**config.mk**
```make
export PLATFORM = sky130hd
export DESIGN_NAME = mod_updown_counter
export DESIGN_NICKNAME = d
export VERILOG_FILES = /design/src/rtl/cnt_pkg.sv /design/src/rtl/mod_updown_counter.sv
export SDC_FILE = /design/constraint.sdc
export NUM_CORES = 1
export LEC_CHECK = 0
export CAP_MARGIN = 20
export CORE_UTILIZATION = 38
export DETAILED_ROUTE_END_ITERATION = 10
export HOLD_SLACK_MARGIN = 0.02
export PLACE_DENSITY_LB_ADDON = 0.15
export SLEW_MARGIN = 20
export SYNTH_ARGS = -nofsm -noshare
export SYNTH_HDL_FRONTEND = slang
export SYNTH_SLANG_ARGS = --single-unit
```
**constraint.sdc**
```tcl
create_clock -name clk -period 2.65 [get_ports clk]
set_input_delay 0.795 -clock clk [delete_from_list [all_inputs] [get_ports clk]]
set_output_delay 0.795 -clock clk [all_outputs]
set_load 0.03 [all_outputs]
```
**src/rtl/cnt_pkg.sv**
```systemverilog
`default_nettype none
// ============================================================================
// Module   : cnt_pkg
// Brief    : Shared defaults and direction encoding for the modulo up/down
//            counter and its callers.
// Revision : 1.0 - initial release
// ============================================================================
package cnt_pkg;

  // Defaults reproduce the legacy 4-bit, modulo-16 counter.
  localparam int CNT_WIDTH_DEF = 4;
  localparam int CNT_MAX_DEF   = 15;

  // Count direction as driven on the 'up' input.
  typedef enum logic {
    CNT_DOWN = 1'b0,
    CNT_UP   = 1'b1
  } cnt_dir_e;

endpackage : cnt_pkg
`default_nettype wire

```
**src/rtl/mod_updown_counter.sv**
```systemverilog
`default_nettype none
// ============================================================================
// Module   : mod_updown_counter
// Brief    : Parametrised modulo up/down counter with synchronous load,
//            count enable, wrap/saturate mode and registered status flags.
//            All outputs lag the internal count by one clock.
// Revision : 1.0 - initial release
// ============================================================================
module mod_updown_counter
  import cnt_pkg::*;
#(
  parameter int WIDTH   = CNT_WIDTH_DEF,
  parameter int MAX_VAL = CNT_MAX_DEF
) (
  input  logic             clk,
  input  logic             rst_n,
  input  logic             en,
  input  logic             up,
  input  logic             sat_mode,
  input  logic             load,
  input  logic [WIDTH-1:0] load_val,
  output logic [WIDTH-1:0] number,
  output logic             zero,
  output logic             tc,
  output logic             wrap
);

  // Terminal count at the counter's own width.
  localparam logic [WIDTH-1:0] C_MAX  = WIDTH'(MAX_VAL);
  localparam logic [WIDTH-1:0] C_ZERO = '0;
  localparam logic [WIDTH-1:0] C_ONE  = WIDTH'(1);

  // Elaboration-time legality check of the terminal count.
  if ((MAX_VAL < 1) ||
      (longint'(MAX_VAL) > ((longint'(1) << WIDTH) - longint'(1)))) begin : g_max_val_illegal
    $error("mod_updown_counter: MAX_VAL must lie in 1 .. 2**WIDTH-1");
  end

  // Internal count state and the wrap marker that travels with it.
  logic [WIDTH-1:0] cnt_q;
  logic [WIDTH-1:0] cnt_d;
  logic             wrap_q;
  logic             wrap_d;

  // Registered output stage.
  logic [WIDTH-1:0] number_q;
  logic             zero_q;
  logic             tc_q;
  logic             wrap_out_q;

  // Decoded direction and boundary conditions of the current count.
  cnt_dir_e         dir_w;
  logic             at_max_w;
  logic             at_zero_w;

  assign dir_w     = cnt_dir_e'(up);
  assign at_max_w  = (cnt_q == C_MAX);
  assign at_zero_w = (cnt_q == C_ZERO);

  // Next count: load beats counting; boundaries wrap or saturate explicitly
  // so the +1/-1 arithmetic never leaves the 0..MAX_VAL range.
  always_comb begin
    cnt_d  = cnt_q;
    wrap_d = 1'b0;
    if (load) begin
      cnt_d = (load_val > C_MAX) ? C_MAX : load_val;
    end else if (en) begin
      if (dir_w == CNT_UP) begin
        if (at_max_w) begin
          if (!sat_mode) begin
            cnt_d  = C_ZERO;
            wrap_d = 1'b1;
          end
        end else begin
          cnt_d = cnt_q + C_ONE;
        end
      end else begin
        if (at_zero_w) begin
          if (!sat_mode) begin
            cnt_d  = C_MAX;
            wrap_d = 1'b1;
          end
        end else begin
          cnt_d = cnt_q - C_ONE;
        end
      end
    end
  end

  // Count state register; asynchronous reset clears any partial operation.
  always_ff @(posedge clk or negedge rst_n) begin
    if (!rst_n) begin
      cnt_q  <= C_ZERO;
      wrap_q <= 1'b0;
    end else begin
      cnt_q  <= cnt_d;
      wrap_q <= wrap_d;
    end
  end

  // Output stage: mirror the count and its flags one clock later. zero is
  // deliberately low out of reset and rises on the first edge afterwards.
  always_ff @(posedge clk or negedge rst_n) begin
    if (!rst_n) begin
      number_q   <= C_ZERO;
      zero_q     <= 1'b0;
      tc_q       <= 1'b0;
      wrap_out_q <= 1'b0;
    end else begin
      number_q   <= cnt_q;
      zero_q     <= at_zero_w;
      tc_q       <= at_max_w;
      wrap_out_q <= wrap_q;
    end
  end

  assign number = number_q;
  assign zero   = zero_q;
  assign tc     = tc_q;
  assign wrap   = wrap_out_q;

endmodule : mod_updown_counter
`default_nettype wire

```
==> results.json, run 1 <==
{
  "cts_sinks": 12,
  "hold_path_class": "flop to flop",
  "synth_area_leaders": "dfrtp_1, mux2i_1, a21oi_1, ha_1, nor4b_4",
  "area_delta_synth_final_pct": 28.1,
  "critPathSlowestCell": "clkdlybuf4s50_1",
  "hold_viol_final": 0,
  "netlist_instances": 57,
  "ctsHoldBuffers": 0,
  "die_area_um2": 1840,
  "cts_max_level": 1,
  "final_common_cell": "clkdlybuf4s50_1",
  "syn-num-nets": 69,
  "slew_headroom": 0.658,
  "coreArea_um2": 1540,
  "port_buffers": 16,
  "powerDensity_nw_per_um2": 568,
  "gp_congestion": 0.796,
  "diodes": 0,
  "crit_path_end_kind": "flop",
  "fp-row-count": 14,
  "yosysTopAreaCell": "dfrtp_1",
  "detail_route.first_pass.iterations": 3,
  "status": "finished clean",
  "cts_resized": 0,
  "tritoncts": "built",
  "routed_wl_mm": 1.11,
  "vias": 466,
  "fill_cells": 146,
  "io_pins": 17,
  "leakagePower_nw": 0.358,
  "multiInputGateArea_um2": 293,
  "ys_ff_latch": 12,
  "cp.depth": 6,
  "arrival_ns": 2.20,
  "ys_warn_count": 0,
  "stdcell_count": 89,
  "post-place-cells": 86,
  "grt_pass1_wl_mm": 2.03,
  "fmax_mhz": 488,
  "cp_num_buf_inv": 1,
  "fin_skew_ns": 0.00413,
  "startpoint_type": "input port",
  "synth_top_area_frac": 0.472,
  "fin_area_um2": 815,
  "cts-root-buf": "clkbuf_4",
  "worstSkewPairLatency_ns": 0.26,
  "path_cells": "clkdlybuf4s50_1 > nor4b_4 > a21oi_4 > o21ai_4 > nor3_1 > o31a_1",
  "crit_type": "input port to flop",
  "holdWs_ns": 0.360,
  "cts_max_path_buffers": 2,
  "cts_buffers": 3,
  "period_share": 0.774,
  "syn_avg_cell_area_um2": 11.2,
  "grt_setup_unrepaired": "false",
  "regArea_um2": 300,
  "mostFrequentLayoutCells": "clkdlybuf4s50_1, dfrtp_1, a21oi_1",
  "drv_cap": 0,
  "critical-path-max-stage-delay_ns": 0.50,
  "cts_setup_buffers": 0,
  "cpLargestDelayFamily": "compound AO/OA/AOI/OAI gates",
  "peakVddDrop_mv": 0.366,
  "required_ns": 2.80,
  "clk_pin_slew_ns": 0.07,
  "via_per_inst": 5.24,
  "tightest_slew_ns": 0.511,
  "initial_core_util": 0.412,
  "fp.dieH_um": 42.9,
  "fin_setup_tns_ns": 0,
  "first_global_vias": 477,
  "final_layout_size_suffix_gt1_frac": 0.110,
  "grt.total_usage": 0.147,
  "setup_violations": 0,
  "finalCriticalPeriod_ns": 2.05,
  "fp.dieW_um": 42.9,
  "grt_overflow": 0,
  "nets": 87,
  "grt_max_degree": 13,
  "antenna_found_initial": 0,
  "cp_max_fo": 6,
  "drt_iter0_drc": 2,
  "ant_nets": 0,
  "ys_seq_area_frac": 0.472,
  "rr_worst_depth": 7,
  "synth_area_um2": 636,
  "p_total_mw": 0.463,
  "holdPathStages": 0,
  "synth_cell_type_count": 28,
  "slew_violations": 0,
  "avgRoutedWirePerCell_um": 12.4,
  "dp_hpwl_um": 840,
  "remaining_drc_errors": 0,
  "dpl-instance-area_um2": 792
}
## cells by family (layout without fill, tap and decap cells)
logic type,after synthesis,count (layout),share of synthesized area
buf+inv,7,23,0.0669
compound gates,16,16,0.193
xor+xnor,1,1,0.0138
mux,3,3,0.0472
fa+ha+maj,2,2,0.0394
flops,12,12,0.472
simple gates,16,16,0.167
## Yosys cell counts (all sizes together)
cell type / instances
xnor2: 1
o21a: 2
a21oi: 6
nor2: 2
nor4b: 2
o21ai: 4
dfrtp: 12
nor2b: 1
buf: 3
nand2b: 2
nand2: 4
o221ai: 1
clkbuf: 1
ha: 2
nand3: 1
o21ba: 1
a21o: 1
mux2i: 3
o31a: 1
and3: 2
inv: 3
nor3: 2
## power by group
part           internal, mW  total (mW)  leakage [nW]  switching (mW)
combinational        0.0675       0.133         0.195          0.0656
clock                0.0523       0.102        0.0138          0.0501
sequential            0.201       0.227         0.149          0.0256
total                 0.321       0.463         0.358           0.141
## routing by layer
layer	wire, um	vias to the layer above	GRT usage
met5	0	-	0
met4	7	0	0.0188
met3	47	2	0.0638
met2	564	14	0.264
met1	487	216	0.164
li1	-	234	-
## worst paths after layout
path	start	to	slack (ns)
min in group asynchronous	rst_n	wrap_q$_DFF_PN0_	0.87
max in group asynchronous	rst_n	tc$_DFF_PN0_	1.43
worst max-delay path	up	cnt_q[2]$_DFFE_PN0P_	0.60
worst max register to register	cnt_q[0]$_DFFE_PN0P_	cnt_q[2]$_DFFE_PN0P_	0.78
worst min-delay path	wrap_q$_DFF_PN0_	wrap$_DFF_PN0_	0.36
worst min register to register	wrap_q$_DFF_PN0_	wrap$_DFF_PN0_	0.36
## registers in the layout (all words and copies together), names as in the netlist
| name | cells |
|---|---|
| number | 4 |
| wrap_q | 1 |
| cnt_q | 4 |
| tc | 1 |
| zero | 1 |
| wrap | 1 |
## area by class of cell
type	instances	area share
flip-flops and latches	12	0.369
multi-input cells	38	0.359
well taps	16	0.0246
inverters	3	0.0138
repair buffers	17	0.206
clock buffers	3	0.0276
## stage by stage
| step | setup slack [ns] | utilization |
|---|---|---|
| floorplan | 0.760 | - |
| global placement | 0.349 | 0.514 |
| detailed placement | 0.315 | 0.514 |
| CTS | 0.591 | 0.528 |
| global route | 0.520 | 0.528 |
| finish | 0.599 | 0.528 |
No activity file was read; power rests on OpenSTA's default activity.
==> inputs of run 2 (changes only) <==
==> constraint.sdc (replaced) <==
create_clock -name clk -period 2 [get_ports clk]
set_input_delay 0.6 -clock clk [delete_from_list [all_inputs] [get_ports clk]]
set_output_delay 0.6 -clock clk [all_outputs]
set_load 0.03 [all_outputs]
==> results.json, run 2 (synthesis gave the netlist of run 1 again) <==
{
  "fp.dieW_um": 42.9,
  "detail_route.first_pass.iterations": 3,
  "p_sw_frac": 0.295,
  "required_ns": 2.16,
  "cts-root-buf": "clkbuf_4",
  "tightest_slew_ns": 0.502,
  "tritoncts": "built",
  "period_share": 0.933,
  "remaining_drc_errors": 0,
  "arrival_ns": 2.03,
  "hold_path_class": "flop to flop",
  "final_layout_size_suffix_gt1_frac": 0.145,
  "grt_max_degree": 13,
  "critPathSlowestCell": "clkdlybuf4s50_1",
  "leakagePower_nw": 0.375,
  "io_pins": 17,
  "die_area_um2": 1840,
  "stdcell_count": 92,
  "cts_max_path_buffers": 2,
  "status": "finished clean",
  "slew_violations": 0,
  "diodes": 0,
  "routed_wl_mm": 1.12,
  "combPwrFrac": 0.281,
  "ctsHoldBuffers": 0,
  "nets": 89,
  "setup_violations": 0,
  "port_buffers": 16,
  "finalCriticalPeriod_ns": 1.87,
  "clock_power_share": 0.277,
  "holdWs_ns": 0.368,
  "initial_core_util": 0.412,
  "netSwitchingPower_mw": 0.197,
  "p_seq_frac": 0.442,
  "clk_pin_slew_ns": 0.07,
  "grt_pass1_wl_mm": 2.04,
  "vias": 480,
  "worstSkewPairLatency_ns": 0.27,
  "cts_buffers": 3,
  "cts_resized": 0,
  "gp_congestion": 0.779,
  "pre_cts_ws_ns": -0.133,
  "path_cells": "clkdlybuf4s50_1 > buf_4 > a21oi_4 > o21ai_4 > o21a_1 > o31a_1",
  "fin_setup_tns_ns": 0,
  "grt_setup_unrepaired": "false",
  "coreArea_um2": 1540,
  "cts_setup_buffers": 0,
  "first_global_vias": 504,
  "cts_max_level": 1,
  "post-place-cells": 88,
  "antenna_found_initial": 0,
  "startpoint_type": "input port",
  "grt.total_usage": 0.149,
  "final_common_cell": "clkdlybuf4s50_1",
  "area_delta_synth_final_pct": 32.7,
  "internal_power_mw": 0.471,
  "powerDensity_nw_per_um2": 792,
  "drv_cap": 0,
  "fp-row-count": 14,
  "peakVddDrop_mv": 0.568,
  "hold_viol_final": 0,
  "via_per_inst": 5.22,
  "drt_iter0_drc": 3,
  "grt_overflow": 0,
  "critical-path-max-stage-delay_ns": 0.51,
  "fin_skew_ns": 0.00691,
  "finalWorstSetupSlack_ns": 0.134,
  "cp_num_buf_inv": 2,
  "fmax_mhz": 536,
  "cp_max_fo": 6,
  "cpLargestDelayFamily": "buffers and inverters",
  "cts_sinks": 12,
  "ant_nets": 0,
  "crit_type": "input port to flop",
  "slew_headroom": 0.664,
  "crit_path_end_kind": "flop",
  "dp_hpwl_um": 882,
  "fp.dieH_um": 42.9,
  "avgRoutedWirePerCell_um": 12.2,
  "mostFrequentLayoutCells": "clkdlybuf4s50_1, dfrtp_1, a21oi_1"
}
==> run 2: changes by cell type in the layout (fill, tap and decap cells not counted) <==
cell,change
buf_4,+2
clkbuf_8,+1
==> run 2: final timing paths <==
path	start	cells past startpoint	end	slack (ns)
worst min register to register	wrap_q$_DFF_PN0_	0	wrap$_DFF_PN0_	0.37
max in group asynchronous	rst_n	1	number[0]$_DFF_PN0_	0.99
worst max register to register	cnt_q[1]$_DFFE_PN0P_	6	cnt_q[2]$_DFFE_PN0P_	0.22
worst max-delay path	up	6	cnt_q[2]$_DFFE_PN0P_	0.13
min in group asynchronous	rst_n	1	wrap_q$_DFF_PN0_	0.66
worst min-delay path	wrap_q$_DFF_PN0_	0	wrap$_DFF_PN0_	0.37
==> run 2: area by class of cell <==
class	count	area (um2)
Fill cell	152	698
Sequential cell	12	300
Multi-Input combinational cell	38	293
Timing Repair Buffer	19	183
Clock buffer	4	36.3
Tap cell	16	20.0
Inverter	3	11.3
==> run 2: worst reg2reg max path, stage by stage, from the launching register on <==
cell	delay, ns
dfrtp_1	0.47
ha_1	0.27
and3_4	0.21
a21oi_4	0.17
o21ai_4	0.10
o21a_1	0.19
o31a_1	0.27
==> run 2: routing by layer <==
| metal | GRT usage | up-vias | routed length [um] |
|---|---|---|---|
| li1 | - | 238 | - |
| met2 | 0.282 | 18 | 594 |
| met5 | 0 | - | 0 |
| met3 | 0.0553 | 2 | 62 |
| met4 | 0.0375 | 0 | 10 |
| met1 | 0.151 | 222 | 453 |
==> run 2: metrics by stage <==
stage / util / instance area, um2 / power, mW
finish: 0.547 / 843 / 0.668
global route: 0.547 / 843 / 0.713
CTS: 0.547 / 843 / 0.679
detailed placement: 0.524 / 807 / 0.490
global placement: 0.524 / 807 / 0.486
floorplan: - / 636 / 0.423
==> run 2: power by group through the flow <==
| stage | clock network (mW) | registers, mW | logic, mW |
|---|---|---|---|
| floorplan | 0 | 0.316 | 0.107 |
| global placement | 0 | 0.299 | 0.187 |
| detailed placement | 0 | 0.301 | 0.189 |
| CTS | 0.193 | 0.296 | 0.190 |
| global route | 0.206 | 0.300 | 0.207 |
| finish | 0.185 | 0.295 | 0.188 |
==> inputs of run 3 (changes only) <==
--- a/config.mk
+++ b/config.mk
@@ -6,10 +6,12 @@
 export NUM_CORES = 1
 export LEC_CHECK = 0
 export CAP_MARGIN = 20
+export CORE_MARGIN = 5
 export CORE_UTILIZATION = 38
 export DETAILED_ROUTE_END_ITERATION = 10
 export HOLD_SLACK_MARGIN = 0.02
-export PLACE_DENSITY_LB_ADDON = 0.15
+export PLACE_DENSITY = 0.65
+export SKIP_CTS_REPAIR_TIMING = 1
 export SLEW_MARGIN = 20
 export SYNTH_ARGS = -nofsm -noshare
 export SYNTH_HDL_FRONTEND = slang
==> results.json, run 3 (synthesis gave the netlist of run 1 again) <==
{
  "status": "finished clean",
  "cts-root-buf": "clkbuf_4",
  "slew_violations": 0,
  "required_ns": 1.40,
  "ant_nets": 0,
  "crit_path_end_kind": "primary output",
  "mostFrequentLayoutCells": "clkdlybuf4s50_1, dfrtp_1, a21oi_1",
  "path_cells": "clkdlybuf4s50_1",
  "hold_path_class": "flop to flop",
  "fin_skew_ns": 0.000174,
  "final_layout_size_suffix_gt1_frac": 0.110,
  "routed_wl_mm": 1.19,
  "via_per_inst": 5.31,
  "cts_sinks": 12,
  "arrival_ns": 1.26,
  "leakagePower_nw": 0.358,
  "drv_cap": 0,
  "first_global_vias": 456,
  "tightest_slew_ns": 0.501,
  "port_buffers": 16,
  "post-route-util": 0.528,
  "holdWs_ns": 0.358,
  "critical-path-max-stage-delay_ns": 0.67,
  "final_common_cell": "clkdlybuf4s50_1",
  "cp_max_fo": 1,
  "cts_max_level": 1,
  "nets": 87,
  "diodes": 0,
  "hold_viol_final": 0,
  "busiest_layer": "met2",
  "antenna_found_initial": 0,
  "fp-row-count": 14,
  "grt.total_usage": 0.105,
  "fmax_mhz": 537,
  "remaining_drc_errors": 0,
  "powerDensity_nw_per_um2": 764,
  "grt_pass1_wl_mm": 1.99,
  "setup_violations": 0,
  "period_share": 0.930,
  "finalCriticalPeriod_ns": 1.86,
  "fin_area_um2": 815,
  "io_pins": 17,
  "cts_max_path_buffers": 2,
  "grt_use_met1": 0.118,
  "use_met3": 0.0465,
  "crit_type": "flop to primary output",
  "worstSkewPairLatency_ns": 0.27,
  "cpLargestDelayFamily": "buffers and inverters",
  "grt.met2_usage": 0.174,
  "drt_iter0_drc": 2,
  "grt_overflow": 0,
  "dp_hpwl_um": 929,
  "clk_pin_slew_ns": 0.07,
  "vias": 473,
  "cp_num_buf_inv": 1,
  "die_area_um2": 2590,
  "fp.dieW_um": 50.9,
  "avgRoutedWirePerCell_um": 13.3,
  "peakVddDrop_mv": 0.508,
  "fp.dieH_um": 50.9,
  "cts_buffers": 3,
  "slew_headroom": 0.665,
  "tritoncts": "built",
  "critPathSlowestCell": "clkdlybuf4s50_1",
  "coreArea_um2": 1540,
  "detail_route.first_pass.iterations": 5,
  "area_delta_synth_final_pct": 28.1,
  "dpl-instance-area_um2": 792,
  "grt_setup_unrepaired": "false",
  "gp_congestion": 0.827,
  "initial_core_util": 0.412,
  "grt_max_degree": 13,
  "startpoint_type": "flop"
}
-- run 3: routing by layer --
metal	vias to the layer above	share of wire
met2	18	0.49
met5	-	0
li1	231	-
met1	222	0.39
met4	0	0.012
met3	2	0.11
-- run 3: per-stage QoR --
stage	power, mW	setup TNS [ns]	instances	setup slack, ns
floorplan	0.423	0	57	0.305
global placement	0.482	-0.157	86	-0.0638
detailed placement	0.484	-0.202	86	-0.0859
CTS	0.629	0	89	0.115
global route	0.662	0	89	0.0664
finish	0.622	0	89	0.139
-- run 3: report_power, final --
part | switching [mW] | internal, mW | total [mW]
logic | 0.0888 | 0.0896 | 0.178
clock network | 0.0744 | 0.0697 | 0.144
registers | 0.0331 | 0.267 | 0.300
total | 0.196 | 0.426 | 0.622
-- run 3: path summary, 6_finish.rpt --
check	start	to	slack (ns)	depth (start not counted)
worst max-delay path	number[1]$_DFF_PN0_	number[1]	0.14	1
worst min-delay path	wrap_q$_DFF_PN0_	wrap$_DFF_PN0_	0.36	0
worst max register to register	cnt_q[0]$_DFFE_PN0P_	cnt_q[2]$_DFFE_PN0P_	0.15	7
worst min register to register	wrap_q$_DFF_PN0_	wrap$_DFF_PN0_	0.36	0
max in group asynchronous	rst_n	cnt_q[1]$_DFFE_PN0P_	1.00	1
min in group asynchronous	rst_n	wrap$_DFF_PN0_	0.66	1
-- run 3: final cells by class --
type / instances / area [um2]
Inverter: 3 / 11.3
Multi-Input combinational cell: 38 / 293
Sequential cell: 12 / 300
Clock buffer: 3 / 22.5
Fill cell: 149 / 727
Timing Repair Buffer: 17 / 168
Tap cell: 16 / 20.0
